**src/rtl/data_mem_ctrl.sv**
```systemverilog
// data_mem_ctrl: byte-serial, big-endian load/store sequencer for a byte-wide data RAM,
// arbitrating round-robin between the MEM-stage CPU port and debug word reads.
module data_mem_ctrl #(
  parameter int NB_DATA = 32,
  parameter int NB_ADDR = 12,
  parameter int NB_BYTE = 8
) (
  input  logic               clk,
  input  logic               i_rst,
  input  logic               i_cpu_req,
  input  logic               i_cpu_we,
  input  logic [1:0]         i_cpu_size,
  input  logic               i_cpu_unsigned,
  input  logic [NB_ADDR-1:0] i_cpu_addr,
  input  logic [NB_DATA-1:0] i_cpu_wdata,
  output logic [NB_DATA-1:0] o_cpu_rdata,
  output logic               o_cpu_done,
  output logic               o_cpu_err,
  output logic               o_cpu_stall,
  input  logic               i_dbg_req,
  input  logic [NB_ADDR-1:0] i_dbg_addr,
  output logic [NB_DATA-1:0] o_dbg_rdata,
  output logic               o_dbg_done,
  output logic               o_ram_we,
  output logic [NB_ADDR-1:0] o_ram_addr,
  output logic [NB_BYTE-1:0] o_ram_wdata,
  input  logic [NB_BYTE-1:0] i_ram_rdata
);
  typedef enum logic [1:0] {IDLE, ACCESS, DONE} state_t;
  state_t state_q;
  logic [1:0] cnt_q, last_q, nm1;
  logic dbg_q, last_dbg_q, we_q, uns_q, cpu_done_q, dbg_done_q, cpu_err_q;
  logic gnt, gnt_dbg, misal;
  logic [NB_ADDR-1:0] addr_q, base;
  logic [NB_DATA-NB_BYTE-1:0] shift_q;
  logic [NB_DATA-1:0] wdata_q, wdata_al, cpu_rdata_q, dbg_rdata_q, word, res;
  assign gnt = i_cpu_req | i_dbg_req;
  assign gnt_dbg = i_dbg_req & (~i_cpu_req | ~last_dbg_q);
  assign nm1 = gnt_dbg ? 2'd3 : i_cpu_size == 2'b00 ? 2'd0 : i_cpu_size == 2'b01 ? 2'd1 : 2'd3;
  assign misal = ~gnt_dbg & ((nm1 == 2'd1 & i_cpu_addr[0]) | (nm1 == 2'd3 & |i_cpu_addr[1:0]));
  assign base = gnt_dbg ? i_dbg_addr & ~NB_ADDR'(3) : i_cpu_addr;
  // store data is left-aligned so the RAM byte always comes from the top of wdata_q
  assign wdata_al = i_cpu_wdata << {~nm1, 3'b000};
  assign word = {shift_q, i_ram_rdata};
  assign res = we_q ? '0 :
               last_q == 2'd0 ? {{(NB_DATA-NB_BYTE){~uns_q & word[NB_BYTE-1]}}, word[NB_BYTE-1:0]} :
               last_q == 2'd1 ? {{(NB_DATA-2*NB_BYTE){~uns_q & word[2*NB_BYTE-1]}}, word[2*NB_BYTE-1:0]} :
               word;
  assign o_ram_we = state_q == ACCESS & we_q;
  assign o_ram_addr = state_q == ACCESS ? addr_q + NB_ADDR'(cnt_q) : addr_q;
  assign o_ram_wdata = wdata_q[NB_DATA-1 -: NB_BYTE];
  assign o_cpu_rdata = cpu_rdata_q;
  assign o_cpu_done = cpu_done_q;
  assign o_cpu_err = cpu_err_q;
  assign o_cpu_stall = i_cpu_req & ~cpu_done_q;
  assign o_dbg_rdata = dbg_rdata_q;
  assign o_dbg_done = dbg_done_q;
  always_ff @(posedge clk or posedge i_rst) begin
    if (i_rst) begin
      state_q <= IDLE;
      cnt_q <= '0;
      last_q <= '0;
      dbg_q <= 1'b0;
      last_dbg_q <= 1'b1;
      we_q <= 1'b0;
      uns_q <= 1'b0;
      addr_q <= '0;
      wdata_q <= '0;
      shift_q <= '0;
      cpu_done_q <= 1'b0;
      cpu_err_q <= 1'b0;
      cpu_rdata_q <= '0;
      dbg_done_q <= 1'b0;
      dbg_rdata_q <= '0;
    end else begin
      case (state_q)
        IDLE: if (gnt) begin
          dbg_q <= gnt_dbg;
          addr_q <= base;
          we_q <= ~gnt_dbg & i_cpu_we;
          uns_q <= i_cpu_unsigned;
          last_q <= nm1;
          wdata_q <= wdata_al;
          cnt_q <= '0;
          state_q <= misal ? DONE : ACCESS;
          cpu_done_q <= misal;
          cpu_err_q <= misal;
        end
        ACCESS: begin
          cnt_q <= cnt_q + 2'd1;
          wdata_q <= wdata_q << NB_BYTE;
          shift_q <= word[NB_DATA-NB_BYTE-1:0];
          if (cnt_q == last_q) begin
            state_q <= DONE;
            dbg_done_q <= dbg_q;
            cpu_done_q <= ~dbg_q;
            dbg_rdata_q <= dbg_q ? res : '0;
            cpu_rdata_q <= dbg_q ? '0 : res;
          end
        end
        DONE: begin
          state_q <= IDLE;
          last_dbg_q <= dbg_q;
          cpu_done_q <= 1'b0;
          cpu_err_q <= 1'b0;
          cpu_rdata_q <= '0;
          dbg_done_q <= 1'b0;
          dbg_rdata_q <= '0;
        end
        default: state_q <= IDLE;
      endcase
    end
  end
endmodule

```
**config.mk**
```make
export PLATFORM = sky130hd
export DESIGN_NAME = data_mem_ctrl
export DESIGN_NICKNAME = d
export VERILOG_FILES = /design/src/rtl/data_mem_ctrl.sv
export SDC_FILE = /design/constraint.sdc
export NUM_CORES = 1
export LEC_CHECK = 0
export CORE_MARGIN = 1
export CORE_UTILIZATION = 30
export DETAILED_ROUTE_END_ITERATION = 10
export GPL_ROUTABILITY_DRIVEN = 0
export PLACE_DENSITY_LB_ADDON = 0.3
export SLEW_MARGIN = 20
export SYNTH_ARGS = -nofsm -noshare
export SYNTH_HDL_FRONTEND = slang
export SYNTH_SLANG_ARGS = --single-unit
```
**constraint.sdc**
```tcl
create_clock -name clk -period 6.25 [get_ports clk]
set_input_delay 0.625 -clock clk [delete_from_list [all_inputs] [get_ports clk]]
set_output_delay 0.625 -clock clk [all_outputs]
set_load 0.05 [all_outputs]
```
# Word level (Yosys, flattened, before mapping)

Index checks and enable logic that the tools add are counted.

Register bits: 145
Input port bits: 72
Logic and storage cells: 88

Add/sub/neg operators: 2
Equality and inequality tests: 9
Shift operators: 1
Mux-type cells: 28
Bitwise gates (word level): 19
Reductions and logical operators: 14

Operator list:

| cell                  | number |
|---|---|
| $mux W32              | 8 |
| $pmux W32 S2          | 3 |
| $shl A32 B5 Y32       | 1 |
| $mux W12              | 2 |
| $mux W2               | 7 |
| $add A12 B2 Y12       | 1 |
| $reduce_and A2 Y1     | 5 |
| $and A1 B1 Y1         | 9 |
| $eq A2 B1 Y1 const B  | 4 |
| $pmux W2 S2           | 2 |
| $logic_not A2 Y1      | 3 |
| $not A1 Y1            | 6 |
| $reduce_bool A2 Y1    | 3 |
| $eq A2 B2 Y1 const B  | 2 |
| $pmux W1 S2           | 2 |
| $mux W1               | 3 |
| $or A1 B1 Y1          | 3 |
| $pmux W1 S3           | 1 |
| $reduce_and A3 Y1     | 1 |
| $reduce_bool A3 Y1    | 1 |
| $add A2 B1 Y2 const B | 1 |
| $eq A2 B2 Y1          | 1 |
| $ne A2 B1 Y1 const B  | 1 |
| $ne A2 B2 Y1 const B  | 1 |
| other kinds (2)       | 2 |

# Logic depth before layout (Yosys ltp)

Depth after elaboration: 11
Depth in mapped cells: 8
Depth with buffers taken out: 7

# Least setup slack after synthesis

Ideal clock, no wire load.

Path kind: register -> output
Start point: reg cnt_q[0]
End point: out o_ram_addr[6]
Data arrival time: 2.185 ns
Slack: 3.440 ns
Stages on the path, launching flop included: 7
Path buffers: 0
Path through: dfrtp_1 -> ha_1 -> inv_1 -> fa_1 -> and3b_1 -> nand4_1 -> xnor2_1

Word-level cells in the longest chain between the ends: 2

Ends and longest elaborated chain:

| what                     | RTL line | text |
|---|---|---|
| start: declaration       | 31       | `logic [1:0] cnt_q, last_q, nm1;` |
| start signal: assignment | 90       | `cnt_q <= cnt_q + 2'd1;` |
| $add A12 B2 Y12          | 50       | `assign o_ram_addr = state_q == ACCESS ? addr_q + NB_ADDR'(cnt_q) : addr_q;` |
| $mux W12                 | 50       |  |
| end: declaration         | 25       | `output logic [NB_ADDR-1:0] o_ram_addr,` |

No other way between the ends.

# Final worst setup path

Start point: reg state_q[1]
End point: out o_ram_addr[11]

Word-level cells in the longest chain between the ends: 2

Ends and longest elaborated chain:

| what                     | RTL line | text |
|---|---|---|
| start: declaration       | 30       | `state_t state_q;` |
| start signal: assignment | 85       | `state_q <= misal ? DONE : ACCESS;` |
| $eq A2 B1 Y1             | 50       |  |
| $mux W12                 | 50       |  |

No other way between the ends.

==> results.txt <==
status = complete, no violations
TritonCTS clock tree = yes
register bit total from synthesis = 145
final period utilization = 66.1%
minimum clock period = 4.13 ns
Hold Crit Depth = 2
Yosys top cell area share = 55.5%
core area = 21200 um2
top cell type by total area after synthesis = dfrtp_1
Synth area leaders = dfrtp_1 (55%), o2bb2ai_1 (6.6%), mux2_2 (6.2%), a22o_1 (3.9%), o21ai_0 (3.5%)
register area = 3630 um2
Synth Area in Adders = 1.46%
Worst Tran Pin Value = 0.850 ns
Final Max Slew Viols = 0
Net Count, Synth = 632
CTS H-tree depth = 4
R2R Path End = o_dbg_rdata[3]
row cnt = 53
Worst EP required = 5.62 ns
Hold Crit Start = wdata_q[18]
R2R Setup Slk = 3.14 ns
Routed WL = 17400 um
register area share after synthesis = 55.9%
initial antenna violation count = 0
gr usage total = 16.3%
port bufs = 158
hold_buf cts = 0
final core occ = 41.9%
# clock sinks = 145
clock latency on the worst-skew pair = 0.42 ns
fraction of layout cells with a size suffix above 1 = 13.0%
final hold vios = 0
CTS Buffer Depth = 2
Synth warnings = 0
R2R cell count = 6
CP endpoint kind = primary output
HP Class = reg2reg
via count = 5028
unrepaired setup endpoints after global routing = no
Final Instance Count excl. Fillers = 981
Antenna Nets Post-Route = 0
DRC = 0
Peak supply drop = 0.207 mV
Root Buffer = clkbuf_16
slew margin rel. = 43.1%
LEAKAGE = 3.71 nW
CTS Buf Count = 17
# IOs = 161
Die H = 149 um
Setup Total Neg Slack = 0 ns
post_cts resized = 0
first-pass GRT wire length = 28100 um
CP max FO = 31
initial detailed-routing violation count = 239
1st-pass router iterations = 5
fill count = 1966
Mean Syn Cell Area = 11.7 um2
post-synthesis mux area share = 7.78%
number of global-route vias before repair = 5160
Startpoint Class = register
Synth-to-Final Area Change = 36.5%
largest family of logic cells by synthesized area = compound AO/OA/AOI/OAI gates
highest-count cells in the layout ignoring fill and taps = clkdlybuf4s50_1 (158), dfrtp_1 (144), o2bb2ai_1 (49)
area of the die = 22200 um2
Chip Width = 149 um
Simple-Gate Fraction of Synth Area = 7.11%
Placed Cells incl. Taps = 949
largest net degree at the start of global routing = 90
leading cell type in the layout, fill and taps excluded = clkdlybuf4s50_1
achievable frequency = 242 MHz
Hold Path End = wdata_q[18]
Multi-input gate area = 2590 um2
Post-Synthesis Cell Area = 6500 um2
reg-to-reg startpoint = state_q[1]
final worst clock skew = 0.00933 ns
Reg clk slew, reported paths = 0.07 ns
Initial Utilization = 30.7%
pwr dens = 569 nW/um2
slowest stage delay, CP = 0.83 ns
Post CTS Setup Buffer Count = 0
XOR/XNOR Fraction of Synth Area = 1.85%
CP Cell Sequence = inv_1, ha_2, buf_4, nand3_1, nor3_1, xor2_1, clkdlybuf4s50_1
slowest CP cell = clkdlybuf4s50_1
Final Setup Violations = 0
Max-Cap Viols = 0
n_diodes = 0
count of cell types in the netlist = 52
CP arrival = 3.51 ns
DP HPWL = 11800 um
wire per inst = 17.8 um
post-synthesis compound-gate area fraction = 21.2%
grt ovf = 0
cells after synthesis = 553
Post-layout nets = 772
CP Class = reg2out
Vias/cell = 5.13
-- metal layers --
layer / vias up / track usage [%] / part of all wire (%)
li1: 2309 / - / -
met1: 2546 / 21.5 / 45
met2: 156 / 26.2 / 49
met3: 17 / 4.01 / 4.9
met4: 0 / 5.15 / 1.2
met5: - / 0 / 0
-- how the worst max path moves through the flow --
stage / from / endpoint / cells past startpoint
2_1_floorplan: i_rst / addr_q[0] / 1
3_3_place_gp: state_q[1] / o_ram_addr[11] / 7
3_5_place_dp: state_q[1] / o_ram_addr[11] / 7
4_1_cts: state_q[1] / o_ram_addr[11] / 7
5_1_grt: state_q[1] / o_ram_addr[11] / 7
6_report: state_q[1] / o_ram_addr[11] / 7
-- power breakdown --
group	total (W)	switching (W)	internal, W
combinational	0.00235	0.00152	0.000833
sequential	0.00158	0.000276	0.00130
clock	0.00111	0.000425	0.000687
total	0.00504	0.00222	0.00282
-- critical path: cells and delay by family (launching register included) --
family        cells  cell delay (ns)
simple gates      2             0.56
flops             1             0.40
buf+inv           3             1.41
xor+xnor          1             0.17
fa+ha+maj         1             0.53
-- cell usage after synthesis (all sizes together) --
cell     count
nor2b        2
buf         29
inv         10
nand2       35
ha           6
and2         1
clkbuf      13
a22oi        2
and4         1
nand3b       2
nor3         3
nor3b        1
and2b        1
xor2         5
mux2        36
a21boi       1
o2bb2ai     49
or3b         1
or2b         1
a21o         3
fa           1
dfrtp      144
nand4b       1
and3         1
a21oi       13
o31ai        9
a31oi        2
a211oi       1
a22o        29
o21ai       63
nand3        7
mux2i       10
a21bo        2
a221oi       9
o22ai        7
and3b        1
nand4        2
xnor2        7
nor2        39
nand2b       2
dfstp        1
-- stage by stage --
step	instance area [um2]	hold WS, ns	total power, W	worst slack, ns
2_1_floorplan	6500	0.443	0.00329	1.73
3_3_place_gp	8210	0.456	0.00388	2.58
3_5_place_dp	8210	0.461	0.00395	2.52
4_1_cts	8850	0.476	0.00508	2.07
5_1_grt	8870	0.512	0.00534	1.91
6_report	8870	0.476	0.00504	2.12
-- kinds of logic after synthesis --
logic type	Yosys count
xor gates and xnor gates	12
AOI/OAI and AO/OA	190
DFF	145
adders and majority gates	7
and+or+nand+nor	101
muxes	46
buffers and inverters	52
-- cell type report --
class	count	area share, %
Clock inverter	14	2.27
Multi-Input combinational cell	356	29.2
Tap cell	275	3.88
Timing Repair Buffer	163	18.3
Sequential cell	145	40.9
Clock buffer	18	4.95
Inverter	10	0.480
-- state kept, by name, indices dropped and copies added, names as in the netlist --
register	cells
dbg_q	1
o_cpu_err	1
o_cpu_done	1
state_q	2
uns_q	1
o_dbg_rdata	32
cnt_q	2
o_dbg_done	1
shift_q	24
wdata_q	32
we_q	1
addr_q	12
last_q	2
last_dbg_q	1
o_cpu_rdata	32
Note: power is estimated with default switching activity, not from simulation.
